<file path="config.mk">
export PLATFORM = sky130hd
export DESIGN_NAME = tail_light_ctrl
export DESIGN_NICKNAME = d
export VERILOG_FILES = /design/src/rtl/tail_light_pkg.sv /design/src/rtl/blink_prescaler.sv /design/src/rtl/tail_light_ctrl.sv
export SDC_FILE = /design/constraint.sdc
export NUM_CORES = 1
export LEC_CHECK = 0
export CORE_AREA = 2 2 61 63
export CTS_CLUSTER_DIAMETER = 100
export DETAILED_ROUTE_END_ITERATION = 10
export DIE_AREA = 0 0 63 65
export PLACE_DENSITY_LB_ADDON = 0.1
export SLEW_MARGIN = 20
export SYNTH_ARGS = -nofsm -noshare
export SYNTH_HDL_FRONTEND = slang
export SYNTH_HIERARCHICAL = 1
export SYNTH_SLANG_ARGS = --single-unit
</file>
<file path="constraint.sdc">
create_clock -name clock -period 2.55 [get_ports clock]
set_input_delay 0.765 -clock clock [delete_from_list [all_inputs] [get_ports clock]]
set_output_delay 0.765 -clock clock [all_outputs]
set_load 0.05 [all_outputs]
</file>
<file path="src/rtl/tail_light_pkg.sv">
// Shared types and constants for the tail-light sequencer.
// Holds the mode enumeration, lamp patterns and the default step divider.
package tail_light_pkg;

   typedef enum logic [2:0] {
      StIdle,
      StLeft,
      StRight,
      StHazard,
      StError
   } state_e;

   localparam int unsigned TickDivDefault = 12500000;

   // Indexed by phase; element 0 is the rightmost entry.
   localparam logic [3:0][2:0] LeftPattern  = {3'b111, 3'b011, 3'b001, 3'b000};
   localparam logic [3:0][2:0] RightPattern = {3'b111, 3'b110, 3'b100, 3'b000};

   localparam logic [2:0] BankOff = 3'b000;
   localparam logic [2:0] BankOn  = 3'b111;

endpackage

</file>
<file path="src/rtl/blink_prescaler.sv">
// Free-running step divider with synchronous clear.
// step is high during the cycle in which the count sits at TICK_DIV-1.
module blink_prescaler
   import tail_light_pkg::*;
#(
   parameter int unsigned TICK_DIV = TickDivDefault
) (
   input  logic clock,
   input  logic reset_n,
   input  logic clear,
   output logic step
);

   localparam int unsigned CntW = (TICK_DIV > 1) ? $clog2(TICK_DIV) : 1;
   localparam logic [CntW-1:0] CntMax = CntW'(TICK_DIV - 1);

   logic [CntW-1:0] count;

   assign step = (count == CntMax);

   always_ff @(posedge clock) begin
      if (!reset_n) begin
         count <= '0;
      end else if (clear || step) begin
         count <= '0;
      end else begin
         count <= count + CntW'(1);
      end
   end

endmodule

</file>
<file path="src/rtl/tail_light_ctrl.sv">
// Turn/hazard/brake tail-light controller with sequenced lamp banks.
// Outputs are registered from the next state/phase, giving one cycle of input-to-output latency.
module tail_light_ctrl
   import tail_light_pkg::*;
#(
   parameter int unsigned TICK_DIV = TickDivDefault
) (
   input  logic       clock,
   input  logic       reset_n,
   input  logic       left,
   input  logic       right,
   input  logic       hazard,
   input  logic       brake,
   output logic [2:0] l_signal,
   output logic [2:0] r_signal,
   output logic       error,
   output logic       step
);

   state_e     state, state_nxt;
   logic [1:0] phase, phase_nxt;
   logic       tick, change, advance;
   logic [2:0] l_nxt, r_nxt, brake_bank;
   logic       error_nxt;

   blink_prescaler #(
      .TICK_DIV (TICK_DIV)
   ) u_prescaler (
      .clock   (clock),
      .reset_n (reset_n),
      .clear   (change),
      .step    (tick)
   );

   always_comb begin
      state_nxt = state;
      case (state)
         StIdle: begin
            if (hazard)              state_nxt = StHazard;
            else if (left && right)  state_nxt = StError;
            else if (left)           state_nxt = StLeft;
            else if (right)          state_nxt = StRight;
         end
         StLeft: begin
            if (hazard)              state_nxt = StHazard;
            else if (right)          state_nxt = StError;
            else if (!left)          state_nxt = StIdle;
         end
         StRight: begin
            if (hazard)              state_nxt = StHazard;
            else if (left)           state_nxt = StError;
            else if (!right)         state_nxt = StIdle;
         end
         StHazard: begin
            if (!hazard)             state_nxt = StIdle;
         end
         StError: begin
            if (hazard)              state_nxt = StHazard;
            else if (!left && !right) state_nxt = StIdle;
         end
         default:                    state_nxt = StIdle;
      endcase
   end

   // A mode change restarts the sequence and suppresses any coincident advance.
   assign change  = (state_nxt != state);
   assign advance = tick && !change;

   always_comb begin
      phase_nxt = phase;
      if (change) begin
         phase_nxt = 2'd0;
      end else if (advance) begin
         case (state)
            StLeft, StRight: phase_nxt = phase + 2'd1;
            StHazard:        phase_nxt = phase ^ 2'b01;
            default:         phase_nxt = 2'd0;
         endcase
      end
   end

   assign brake_bank = brake ? BankOn : BankOff;

   always_comb begin
      l_nxt     = BankOff;
      r_nxt     = BankOff;
      error_nxt = 1'b0;
      case (state_nxt)
         StIdle: begin
            l_nxt = brake_bank;
            r_nxt = brake_bank;
         end
         StLeft: begin
            l_nxt = LeftPattern[phase_nxt];
            r_nxt = brake_bank;
         end
         StRight: begin
            l_nxt = brake_bank;
            r_nxt = RightPattern[phase_nxt];
         end
         StHazard: begin
            l_nxt = {3{phase_nxt[0]}};
            r_nxt = {3{phase_nxt[0]}};
         end
         StError: begin
            error_nxt = 1'b1;
         end
         default: begin
            l_nxt = BankOff;
            r_nxt = BankOff;
         end
      endcase
   end

   always_ff @(posedge clock) begin
      if (!reset_n) begin
         state    <= StIdle;
         phase    <= 2'd0;
         l_signal <= BankOff;
         r_signal <= BankOff;
         error    <= 1'b0;
         step     <= 1'b0;
      end else begin
         state    <= state_nxt;
         phase    <= phase_nxt;
         l_signal <= l_nxt;
         r_signal <= r_nxt;
         error    <= error_nxt;
         step     <= advance;
      end
   end

endmodule

</file>
==> metrics.cfg <==
[outcome]
status = finished, final reports clean

[worst_setup_path]
arrival_ns = 2.61
reg2reg_from = u_prescaler/count[1]$_SDFF_PP0_
setup.worst_path.start = u_prescaler/count[1]$_SDFF_PP0_
cp_max_fo = 4
r2r_slack_ns = 0.18
crit_required_ns = 2.79
endpoint = l_signal[1]$_SDFF_PN0_
regToRegEndpoint = l_signal[1]$_SDFF_PN0_
path_class = flop to flop
startpoint_type = flop
reg2reg_depth = 10
crit_path_end_kind = flop

[final_layout]
fin_area_um2 = 2230
fin_cells = 286
drive_gt1_frac = 0.164
layout_common_cells = dfxtp_1 (37), nor2_1 (23), a21oi_1 (16), buf_4 (14), clkdlybuf4s50_1 (13)
fillerInstances = 299
num_antenna_cells = 0
fin_util = 0.637
final_common_cell = dfxtp_1
area_delta_synth_final_pct = 17.6
layout.nets = 244

[drt]
vias = 1623
postRouteWirelength_um = 3780
drtAntennaViolNets = 0
drc = 0
first_pass_iters = 4
avgRoutedWirePerCell_um = 13.2
vias_per_cell = 5.67
initialDrtViolationCount = 108

[sta]
finalSetupTns_ns = 0
hold_viol = 0
clock_skew_ns = 0.0121
post-route-min-period_ns = 2.37
maxSlewHeadroom = 0.661
post-route-period-util = 0.931
fin_ws_ns = 0.176
worst_pin_slew_ns = 0.507
setup_viol = 0
clock.fmax_ghz = 0.421
drv_slew = 0

[place]
dp.cells = 276
dp_hpwl_um = 2840
pre_cts_ws_ns = -0.105
place_congestion = 0.861
io_buffers = 13
placedInstanceArea_um2 = 2130

[min_path]
hold_class = flop to flop

[power_and_ir_drop]
power_density_nw_per_um2 = 480
power.leakage_nw = 0.739
max-vdd-ir-drop_mv = 0.301

[floorplan]
coreArea_um2 = 3500
rows = 22
die_x_um = 63
start_util = 0.542
dieArea_um2 = 4100
io_pins = 14
die_y_um = 65

[global_route]
overflow = 0
grt_pass1_vias = 1477
grt_start_max_net_pins = 25
track_usage = 0.194
antenna_found_initial = 0
grt_pass1_wl_um = 6360

[cts]
h-tree-depth = 2
clk_latency_ns = 0.33
numCtsBuffers = 5
cts_sinks = 37
path_clk_slew_ns = 0.10
cts.path.max_buffers = 2
cts_root_buffer = clkbuf_4
cts_tree = yes
cts_hold_buffers = 0

[synthesis]
synth_area_um2 = 1890
yosys.area.top_type = dfxtp_1
synth_edf_count = 0
yosysSeqAreaShare = 0.391
async_flop_share = 0
yosysTopAreaCellShare = 0.391
syn_nets = 218
synthDistinctLibCells = 50
synthFlopType = dfxtp_1
avgSynthCellArea_um2 = 8.98
syn_inst = 211
yosys-top-cells-area = dfxtp_1 (39%), xnor2_1 (5.5%), nor2_1 (4.6%)
yosysWarnings = 6
synth_seq_cells = 37

[job]
max_cap_viol_count = 0

-- power by group --
part	switching, W	internal [W]	leakage (nW)	total (W)
Clock	0.000178	0.000160	0.0413	0.000338
Combinational	0.0000730	0.0000566	0.398	0.000130
Sequential	0.0000149	0.000588	0.299	0.000603
Total	0.000266	0.000804	0.739	0.00107
-- what timing repair did --
action / 4_1_cts / 5_1_grt
resized for setup: 0 / 4
setup buffers: 0 / 2
setup endpoints to repair: 0 / 6
-- Yosys cell counts, types with 2 or more instances --
cell and count:
a21oi_1 16, a22oi_1 2, and2_1 2, and3_1 8
and3b_1 2, buf_2 4, buf_6 3, dfxtp_1 37
inv_1 10, nand2_1 8, nand2b_1 2, nand3_1 11
nand4_1 6, nor2_1 23, nor3_1 3, nor4_1 7
nor4_2 2, nor4bb_1 2, o211ai_1 2, o21ai_0 8
o31ai_4 2, or3_1 7, or4_1 3, xnor2_1 12
xor2_1 4
-- worst min-delay path by stage --
stage / start / endpoint / slack [ns] / cells after the start
2_1_floorplan: u_prescaler/count[0]$_SDFF_PP0_ / u_prescaler/count[0]$_SDFF_PP0_ / 0.44 / 1
3_3_place_gp: u_prescaler/count[23]$_SDFF_PP0_ / u_prescaler/count[23]$_SDFF_PP0_ / 0.47 / 2
3_5_place_dp: u_prescaler/count[20]$_SDFF_PP0_ / u_prescaler/count[20]$_SDFF_PP0_ / 0.49 / 2
4_1_cts: u_prescaler/count[20]$_SDFF_PP0_ / u_prescaler/count[20]$_SDFF_PP0_ / 0.51 / 2
5_1_grt: u_prescaler/count[20]$_SDFF_PP0_ / u_prescaler/count[20]$_SDFF_PP0_ / 0.53 / 2
6_report: u_prescaler/count[21]$_SDFF_PP0_ / u_prescaler/count[21]$_SDFF_PP0_ / 0.51 / 2
-- cells by family (layout without fill, tap and decap cells) --
group	count (synthesis)	count (layout)	share of synthesized area
xor gates and xnor gates	16	16	0.0740
adders and majority gates	2	2	0.0125
and+or+nand+nor	99	99	0.328
buffers and inverters	20	47	0.0568
AOI/OAI and AO/OA	37	37	0.137
DFF	37	37	0.391
-- per-stage QoR --
step / hold slack (ns) / power (W)
finish: 0.507 / 0.00107
global route: 0.530 / 0.00112
CTS: 0.509 / 0.00108
detailed placement: 0.491 / 0.000744
global placement: 0.473 / 0.000740
floorplan: 0.440 / 0.000701
-- layer usage --
| metal | vias to the layer above | track usage | part of all wire |
|---|---|---|---|
| met4 | 0 | 0.0944 | 0.022 |
| met3 | 8 | 0.0434 | 0.032 |
| met5 | - | 0 | 0 |
| met2 | 39 | 0.354 | 0.54 |
| met1 | 762 | 0.210 | 0.41 |
| li1 | 814 | - | - |
-- sequential cells by signal (all words and copies together), names as in the netlist --
register,count
error,1
l_signal,3
phase,2
r_signal,3
state,3
step,1
u_prescaler/count,24
-- worst max-delay path, cell delays in order (launching register included) --
cell      delay [ns]
dfxtp_1         0.38
ha_2            0.21
nand4_1         0.13
or2_1           0.29
nor3_2          0.15
buf_4           0.14
nand2b_1        0.10
o31ai_4         0.29
nor3b_4         0.24
a22oi_1         0.15
a21oi_1         0.23
-- layout make-up --
type,instances,area (um2),share of cell area
Clock buffer,7,65.1,0.0292
Clock inverter,1,5.00,0.00225
Inverter,11,41.3,0.0185
Multi-Input combinational cell,154,1060,0.476
Sequential cell,37,741,0.332
Tap cell,48,60.1,0.0270
Timing Repair Buffer,28,255,0.115
No activity file was read; power rests on OpenSTA's default activity.
